**config.mk**
```make
export PLATFORM = sky130hd
export DESIGN_NAME = lime_mem_unit
export DESIGN_NICKNAME = d
export VERILOG_FILES = /design/src/rtl/lime_mem_unit.sv
export SDC_FILE = /design/constraint.sdc
export NUM_CORES = 1
export LEC_CHECK = 0
export CAP_MARGIN = 30
export CORE_MARGIN = 1
export CORE_UTILIZATION = 45
export CTS_BUF_LIST = sky130_fd_sc_hd__clkbuf_16
export DETAILED_ROUTE_END_ITERATION = 8
export PLACE_DENSITY = 0.94
export SLEW_MARGIN = 15
export SYNTH_ARGS = -nofsm -noshare
export SYNTH_HDL_FRONTEND = slang
export SYNTH_SLANG_ARGS = --single-unit
```
**constraint.sdc**
```tcl
create_clock -name CLK -period 6 [get_ports CLK]
set_input_delay 1.8 -clock CLK [delete_from_list [all_inputs] [get_ports CLK]]
set_output_delay 1.8 -clock CLK [all_outputs]
set_load 0.01 [all_outputs]
```
**src/rtl/lime_mem_unit.sv**
```systemverilog
// ---------------------------------------------------------------------------
// lime_mem_unit
//
// Memory/IR/MDR/PC slice of a small multicycle processor. A single op is
// accepted while idle, then runs a four-state FSM: IDLE -> REQ -> DONE, or
// IDLE -> DONE for the memory-mapped I/O address. The PC register updates
// every cycle, independently of the FSM, from new_pc under the branch rule.
//
// Optional feature (compile-time macro): LIME_MEM_TIMEOUT_EN
//   Adds a mem_ack watchdog. After TIMEOUT REQ cycles without an ack the op
//   leaves REQ through WAIT, finishes with done, and raises err. err stays set
//   until reset. Without the macro, REQ waits for an ack indefinitely and err
//   is tied low.
//
// Ports
//   CLK, reset        : clock and synchronous active-high reset
//   op_valid/op_ready : op handshake (op_ready high only in IDLE)
//   iord              : address select, 0 = pc, 1 = alu_out
//   op_we, ir_write   : write op / load IR when the read completes
//   alu_out, wr_data  : address source and write data
//   pc_write, new_pc, is_branch, branch_type, zero, negative : PC update
//   mem_req/mem_we/mem_addr/mem_wdata/mem_rdata/mem_ack : memory port
//   processor_input/processor_output : memory-mapped I/O register pair
//   pc, ir, mdr       : architectural registers
//   done              : one-cycle completion pulse
//   err               : sticky watchdog error
// ---------------------------------------------------------------------------
module lime_mem_unit #(
    parameter int unsigned       DATA_W   = 16,
    parameter int unsigned       ADDR_W   = 16,
    parameter logic [ADDR_W-1:0] IO_ADDR  = '1,
    parameter logic [DATA_W-1:0] RESET_PC = '0,
    parameter int unsigned       TIMEOUT  = 15
) (
    input  logic              CLK,
    input  logic              reset,
    input  logic              op_valid,
    output logic              op_ready,
    input  logic              iord,
    input  logic              op_we,
    input  logic              ir_write,
    input  logic [DATA_W-1:0] alu_out,
    input  logic [DATA_W-1:0] wr_data,
    input  logic              pc_write,
    input  logic [DATA_W-1:0] new_pc,
    input  logic              is_branch,
    input  logic [1:0]        branch_type,
    input  logic              zero,
    input  logic              negative,
    output logic              mem_req,
    output logic              mem_we,
    output logic [ADDR_W-1:0] mem_addr,
    output logic [DATA_W-1:0] mem_wdata,
    input  logic [DATA_W-1:0] mem_rdata,
    input  logic              mem_ack,
    input  logic [DATA_W-1:0] processor_input,
    output logic [DATA_W-1:0] processor_output,
    output logic [DATA_W-1:0] pc,
    output logic [DATA_W-1:0] ir,
    output logic [DATA_W-1:0] mdr,
    output logic              done,
    output logic              err
);

    typedef enum logic [1:0] {
        IDLE = 2'd0,
        REQ  = 2'd1,
        WAIT = 2'd2,
        DONE = 2'd3
    } state_t;

    if (ADDR_W > DATA_W || TIMEOUT == 0) begin : g_bad_params
        $error("lime_mem_unit: need ADDR_W <= DATA_W and TIMEOUT >= 1");
    end

    state_t            state_q, state_d;
    logic [ADDR_W-1:0] addr_q;
    logic              we_q;
    logic              irw_q;
    logic [DATA_W-1:0] wdata_q;

    logic [ADDR_W-1:0] sel_addr;
    logic              io_hit;
    logic              accept;
    logic              taken;
    logic              timeout_hit;

    // Upper alu_out bits never take part in addressing.
    logic unused_alu_bits;
    assign unused_alu_bits = ^alu_out;

    assign sel_addr = iord ? alu_out[ADDR_W-1:0] : pc[ADDR_W-1:0];
    assign io_hit   = (sel_addr == IO_ADDR);

    // ------------------------------------------------------------------
    // Optional watchdog
    // ------------------------------------------------------------------
`ifdef LIME_MEM_TIMEOUT_EN
    localparam int unsigned TMO_W = (TIMEOUT > 1) ? $clog2(TIMEOUT) : 1;

    logic [TMO_W-1:0] tmo_cnt;
    logic             err_q;

    // Counts un-acked REQ cycles; the last one (count TIMEOUT-1) trips it.
    assign timeout_hit = (state_q == REQ) && !mem_ack &&
                         (tmo_cnt == TMO_W'(TIMEOUT - 1));

    always_ff @(posedge CLK) begin
        if (reset || state_q != REQ) begin
            tmo_cnt <= '0;
        end else if (!mem_ack) begin
            tmo_cnt <= tmo_cnt + 1'b1;
        end
    end

    always_ff @(posedge CLK) begin
        if (reset) begin
            err_q <= 1'b0;
        end else if (state_q == WAIT) begin
            err_q <= 1'b1;
        end
    end

    assign err = err_q;
`else
    assign timeout_hit = 1'b0;
    assign err         = 1'b0;
`endif

    // ------------------------------------------------------------------
    // FSM
    // ------------------------------------------------------------------
    // NOTE: sequential state uses non-blocking assignments so every flop
    // samples pre-edge values regardless of block evaluation order.
    always_ff @(posedge CLK) begin
        if (reset) begin
            state_q <= IDLE;
        end else begin
            state_q <= state_d;
        end
    end

    // NOTE: every output of this block gets a default first, so no path
    // leaves a signal unassigned and no latch is inferred.
    always_comb begin
        state_d = state_q;
        accept  = 1'b0;
        unique case (state_q)
            IDLE: begin
                if (op_valid) begin
                    accept  = 1'b1;
                    state_d = io_hit ? DONE : REQ;
                end
            end
            REQ: begin
                if (mem_ack) begin
                    state_d = DONE;
                end else if (timeout_hit) begin
                    state_d = WAIT;
                end
            end
            WAIT:    state_d = DONE;
            DONE:    state_d = IDLE;
            default: state_d = IDLE;
        endcase
    end

    assign op_ready  = (state_q == IDLE);
    assign done      = (state_q == DONE);
    assign mem_req   = (state_q == REQ);
    assign mem_we    = mem_req && we_q;
    assign mem_addr  = addr_q;
    assign mem_wdata = wdata_q;

    // ------------------------------------------------------------------
    // Latched op and data registers
    // ------------------------------------------------------------------
    always_ff @(posedge CLK) begin
        if (reset) begin
            addr_q           <= '0;
            we_q             <= 1'b0;
            irw_q            <= 1'b0;
            wdata_q          <= '0;
            mdr              <= '0;
            ir               <= '0;
            processor_output <= '0;
        end else begin
            if (accept) begin
                addr_q  <= sel_addr;
                we_q    <= op_we;
                irw_q   <= ir_write;
                wdata_q <= wr_data;
                // I/O ops complete in the accept cycle itself.
                if (io_hit) begin
                    if (op_we) begin
                        processor_output <= wr_data;
                    end else begin
                        mdr <= processor_input;
                        if (ir_write) begin
                            ir <= processor_input;
                        end
                    end
                end
            end
            if (state_q == REQ && mem_ack && !we_q) begin
                mdr <= mem_rdata;
                if (irw_q) begin
                    ir <= mem_rdata;
                end
            end
        end
    end

    // ------------------------------------------------------------------
    // PC: independent of the FSM; the op address was already latched.
    // ------------------------------------------------------------------
    always_comb begin
        taken = 1'b0;
        unique case (branch_type)
            2'b00: taken = zero;
            2'b01: taken = !zero;
            2'b10: taken = negative;
            2'b11: taken = !negative;
            default: taken = 1'b0;
        endcase
    end

    always_ff @(posedge CLK) begin
        if (reset) begin
            pc <= RESET_PC;
        end else if (pc_write && (!is_branch || taken)) begin
            pc <= new_pc;
        end
    end

endmodule

```
==> impl_metrics.json, run 1 <==
{
  "status": "completed",
  "fin_tns_setup_ns": 0,
  "clock_skew_ns": 0.0104,
  "crit_fanout": 17,
  "yosys.area.top_type": "dfxtp_1",
  "powerDensity_nw_per_um2": 270,
  "min_period_ns": 4.09,
  "initial_core_util_pct": 47.5,
  "syn_inst": 465,
  "port-buffer-count": 192,
  "clk_latency_ns": 0.33,
  "io_pins": 194,
  "setup_ws_ns": 1.91,
  "fin_crit_sh_pct": 68.2,
  "netlist_top_cells_area": "dfxtp_1 47%, mux2i_1 15%, nor2_1 8.9%",
  "cts_setup_buffers": 0,
  "ys_warn_count": 0,
  "startpoint_type": "input pin",
  "cts-root-buf": "clkbuf_16",
  "worst_r2r_startpoint": "state_q[1]",
  "ys_types": 31,
  "htree_levels": 3,
  "fin_util_pct": 73.5,
  "track_usage_pct": 26.3,
  "n_antenna_cell": 0,
  "vias_per_cell": 5.53,
  "first_iter_violations": 171,
  "clk_pin_slew_worst_paths_ns": 0.07,
  "area_growth_pct": 54.8,
  "dp_slack_ns": 1.13,
  "grt.overflow.total": 0,
  "clkPwrFrac_pct": 32.9,
  "via_count": 4163,
  "startpoint": "iord",
  "p_total_w": 0.00176,
  "worstSetupEndpointType": "flip-flop",
  "final_cell_mix": "191 x clkdlybuf4s50_1, 100 x dfxtp_1, 99 x nor2_1, 63 x mux2i_1, 40 x nand2_1",
  "die_area_um2": 9780,
  "yosysSeqAreaShare_pct": 47.4,
  "reg2reg_depth": 8,
  "ant_nets": 0,
  "hpwlAfterDp_um": 9510,
  "maxSlewHeadroom_pct": 41.6,
  "hp-class": "flip-flop to flip-flop",
  "setup_viol": 0,
  "power.internal_w": 0.00127,
  "synth_area_um2": 4220,
  "crit_end": "ir[14]",
  "die_y_um": 98.9,
  "nets": 738,
  "grt_pass1_wl_um": 20400,
  "cts.sinks": 100,
  "dr.pass1.iters": 4,
  "core-area_um2": 8890,
  "clock.fmax_ghz": 0.244,
  "power_frac_comb_pct": 23.8,
  "pwr-share-seq_pct": 43.2,
  "postSynthAreaPerCell_um2": 9.08,
  "tightest_slew_ns": 0.876,
  "required_ns": 6.21,
  "ctsLongestPathBuffers": 2,
  "fin_hold_ws_ns": 0.456,
  "syn_nets": 563,
  "drt-wirelength-per-cell_um": 17.3,
  "routed_wl_um": 13000,
  "drive_gt1_share_pct": 5.27,
  "finalHoldViolations": 0,
  "max_cap_violations": 0,
  "die_w_um": 98.9,
  "cts_tree": "yes",
  "drv_slew": 0,
  "peakVddDrop_v": 0.000141,
  "gp_congestion": 0.873,
  "grt_max_degree": 83,
  "cts_made_buffers": 9,
  "regToRegEndpoint": "ir[14]",
  "critPathKind": "input pin to flip-flop",
  "rrSetupSlack_ns": 3.71,
  "ys_ff_latch": 100,
  "arrival_ns": 4.31,
  "netlist.area_leader.share_pct": 47.4,
  "final_common_cell": "clkdlybuf4s50_1",
  "cts-resized-gates": 0,
  "rows": 34,
  "grt_pass1_vias": 4064,
  "holdBufCountCts": 0,
  "p_sw_share_pct": 28.0,
  "p_switching_w": 0.000495,
  "drcViolationCount": 0,
  "antenna_found_initial": 0,
  "rsz0062_at_grt": "no",
  "leakagePower_nw": 2.46
}
## flip-flops by register name, summed over array words and instances, names as in the netlist
| name | cells |
|---|---|
| mem_wdata | 16 |
| processor_output | 16 |
| pc | 16 |
| we_q | 1 |
| irw_q | 1 |
| state_q | 2 |
| mdr | 16 |
| ir | 16 |
| mem_addr | 16 |
## worst min path at each step
stage / startpoint / to / slack [ns] / cells past startpoint
2_1_floorplan: irw_q / irw_q / 0.44 / 2
3_3_place_gp: mem_wdata[13] / mem_wdata[13] / 0.44 / 2
5_1_grt: mem_wdata[14] / mem_wdata[14] / 0.47 / 2
4_1_cts: irw_q / irw_q / 0.46 / 2
3_5_place_dp: mem_wdata[14] / mem_wdata[14] / 0.45 / 2
6_report: irw_q / irw_q / 0.46 / 2
## cells in the mapped netlist
cell,count
buf_6,1
buf_2,1
nand3_1,1
conb_1,1
buf_4,3
nor3_1,2
nor4_1,1
and2_1,2
and3_1,2
a21oi_1,20
inv_1,6
nand3_2,1
buf_1,2
o311a_1,16
or2_2,1
a22o_2,1
clkbuf_1,30
a21boi_0,1
dfxtp_1,100
xor2_1,1
a211oi_1,34
nor4_4,2
o21ai_0,2
mux2i_1,63
o22ai_1,17
nor2_1,100
ha_1,5
nand4_1,6
nor2b_1,2
nand2_1,40
clkinv_1,1
## power by group through the flow
stage / Sequential, W / Clock (W) / Combinational, W
after floorplan: 0.000793 / 0 / 0.000169
after global placement: 0.000773 / 0 / 0.000405
after detailed placement: 0.000777 / 0 / 0.000418
after CTS: 0.000762 / 0.000586 / 0.000421
after global routing: 0.000768 / 0.000614 / 0.000457
final: 0.000762 / 0.000581 / 0.000421
## cell families (layout without fill, tap and decap cells)
logic type,Yosys count,in the layout,synth area share [%]
XOR/XNOR,1,1,0.207
buffers and inverters,44,224,4.39
multiplexers,63,63,14.9
adder cells (fa/ha/maj),5,5,1.48
other,1,1,0.0888
flip-flops,100,100,47.4
AO/OA/AOI/OAI,91,91,15.4
AND/OR/NAND/NOR,160,160,16.1
## metal layers
layer | vias up | global-route usage (%) | part of all wire (%) | wire (µm)
li1 | 1986 | - | - | -
met1 | 1978 | 28.8 | 40 | 5140
met2 | 184 | 48.8 | 51 | 6580
met3 | 15 | 7.66 | 8.5 | 1110
met4 | 0 | 7.58 | 1.4 | 185
met5 | - | 0 | 0 | 0
## worst max-delay path, cell delays in order
cell             delay, ns
clkdlybuf4s50_1       0.58
buf_8                 0.26
nor2b_1               0.18
nand4_1               0.12
a22o_2                0.30
nor4_4                0.27
buf_4                 0.33
mux2i_1               0.13
a211oi_1              0.33
## area by class of cell
| cell class | instances | area, µm² |
|---|---|---|
| fillers | 631 | 2350 |
| multi-input cells | 321 | 2050 |
| repair buffers | 201 | 2020 |
| flip-flops and latches | 100 | 2000 |
| clock buffers | 9 | 225 |
| well taps | 108 | 135 |
| clock inverters | 7 | 73.8 |
| inverters | 7 | 26.3 |
## through the flow
stage / cell area (µm²) / instances
3_5_place_dp: 6190 / 735
5_1_grt: 6540 / 753
2_1_floorplan: 4220 / 465
3_3_place_gp: 6180 / 734
6_report: 6540 / 753
4_1_cts: 6490 / 751
Power figures use the tool's default switching activity.
==> inputs of run 2 (changes only) <==
--- a/config.mk
+++ b/config.mk
@@ -7,10 +7,10 @@
 export LEC_CHECK = 0
 export CAP_MARGIN = 30
 export CORE_MARGIN = 1
-export CORE_UTILIZATION = 45
+export CORE_UTILIZATION = 41
 export CTS_BUF_LIST = sky130_fd_sc_hd__clkbuf_16
 export DETAILED_ROUTE_END_ITERATION = 8
-export PLACE_DENSITY = 0.94
+export PLACE_DENSITY = 0.88
 export SLEW_MARGIN = 15
 export SYNTH_ARGS = -nofsm -noshare
 export SYNTH_HDL_FRONTEND = slang
==> constraint.sdc (replaced) <==
create_clock -name CLK -period 3.81 [get_ports CLK]
set_input_delay 1.143 -clock CLK [delete_from_list [all_inputs] [get_ports CLK]]
set_output_delay 1.143 -clock CLK [all_outputs]
set_load 0.01 [all_outputs]
==> impl_metrics.json, run 2 (synthesized netlist as in run 1, its figures left out) <==
{
  "status": "completed",
  "cts-resized-gates": 0,
  "routed_wl_um": 12600,
  "first_iter_violations": 151,
  "n_fill_cell": 769,
  "path_cells": "clkdlybuf4s50_1, buf_4, nand3_1, a22o_2, nor4_4, buf_4, mux2i_1, a211oi_1",
  "cts_setup_buffers": 0,
  "critPathKind": "input pin to flip-flop",
  "startpoint_type": "input pin",
  "min_period_ns": 3.07,
  "setup_viol": 0,
  "register_area_um2": 2000,
  "clock.fmax_ghz": 0.325,
  "drv_slew": 0,
  "fin_crit_sh_pct": 80.7,
  "finalHoldViolations": 0,
  "area_growth_pct": 54.8,
  "p_total_w": 0.00274,
  "drive_gt1_share_pct": 5.42,
  "io_pins": 194,
  "die_area_um2": 10700,
  "ant_nets": 0,
  "placed_cell_area_um2": 6230,
  "fin_tns_setup_ns": 0,
  "dp.cells": 762,
  "grt_pass1_vias": 3903,
  "crit_path_top_delay_cell": "clkdlybuf4s50_1",
  "grt_max_degree": 83,
  "cts.sinks": 100,
  "fin_util_pct": 66.2,
  "multi_input_area_um2": 2050,
  "clk_pin_slew_worst_paths_ns": 0.07,
  "powerDensity_nw_per_um2": 420,
  "gp_congestion": 0.867,
  "dr.pass1.iters": 4,
  "cts_made_buffers": 9,
  "initial_core_util_pct": 42.8,
  "ctsLongestPathBuffers": 2,
  "cpPeakStageDelay_ns": 0.53,
  "htree_levels": 3,
  "final_common_cell": "clkdlybuf4s50_1",
  "grt.overflow.total": 0,
  "nets": 739,
  "cts_tree": "yes",
  "arrival_ns": 3.25,
  "grt_pass1_wl_um": 18800,
  "crit_fanout": 16,
  "via_count": 4152,
  "max_cap_violations": 0,
  "port-buffer-count": 192,
  "vias_per_cell": 5.33,
  "n_antenna_cell": 0,
  "rows": 36,
  "clock_skew_ns": 0.00922,
  "drcViolationCount": 0,
  "cpMostUsedCell": "buf_4",
  "die_y_um": 103,
  "finalInstanceArea_um2": 6540,
  "required_ns": 3.98,
  "final_cell_mix": "191 x clkdlybuf4s50_1, 100 x dfxtp_1, 99 x nor2_1, 63 x mux2i_1, 40 x nand2_1",
  "holdBufCountCts": 0,
  "maxSlewHeadroom_pct": 42.1,
  "fin_cells": 779,
  "leakagePower_nw": 2.46,
  "peakVddDrop_v": 0.000292,
  "drt-wirelength-per-cell_um": 16.1,
  "worstSetupEndpointType": "flip-flop",
  "die_w_um": 103,
  "track_usage_pct": 22.8,
  "antenna_found_initial": 0,
  "hp-class": "flip-flop to flip-flop",
  "clk_latency_ns": 0.33,
  "cts-root-buf": "clkbuf_16",
  "hpwlAfterDp_um": 9180,
  "tightest_slew_ns": 0.869,
  "core-area_um2": 9860,
  "rsz0062_at_grt": "no"
}
-- run 2: cell types whose count changed in the layout (fill, tap and decap cells not counted), sizes merged --
cell,delta
buf,+1
clkinv,+4
inv,-1
clkinvlp,-3
-- run 2: metrics by stage --
stage	worst slack [ns]	hold WS, ns
detailed placement	0.383	0.447
global route	0.630	0.479
CTS	0.720	0.456
global placement	0.477	0.443
finish	0.737	0.457
floorplan	0.953	0.437
-- run 2: report_power, final --
part / internal [W] / switching, W / leakage (nW)
Combinational: 0.000348 / 0.000307 / 1.50
Clock: 0.000507 / 0.000383 / 0.147
Sequential: 0.00114 / 0.0000626 / 0.817
Total: 0.00199 / 0.000752 / 2.46
-- run 2: per-layer routing --
metal  vias to the layer above  wire (µm)  GRT usage, %  share of wire (%)
li1                       1991          -             -                  -
met1                      1971       5100          26.8                 41
met2                       167       6260          40.2                 50
met3                        23        932          5.85                7.4
met4                         0        271          7.91                2.2
met5                         -          0             0                  0
-- run 2: path summary, 6_finish.rpt --
path,startpoint,endpoint,slack (ns),cells after the start
min,mem_wdata[15],mem_wdata[15],0.46,2
min reg2reg,mem_wdata[15],mem_wdata[15],0.46,2
max reg2reg,pc[2],ir[1],1.67,7
max,iord,ir[1],0.74,8
-- run 2: cell type report --
cell class / count / share of cell area, %
inverters: 7 / 0.402
well taps: 133 / 2.55
multi-input cells: 321 / 31.4
repair buffers: 202 / 30.6
clock inverters: 7 / 1.01
flip-flops and latches: 100 / 30.6
clock buffers: 9 / 3.45
-- run 2: worst max-delay path, delay by kind of cell --
kind,cells,cell delay [ns]
multiplexers,1,0.26
AO/OA/AOI/OAI,2,0.39
AND/OR/NAND/NOR,2,0.35
buffers and inverters,3,1.08
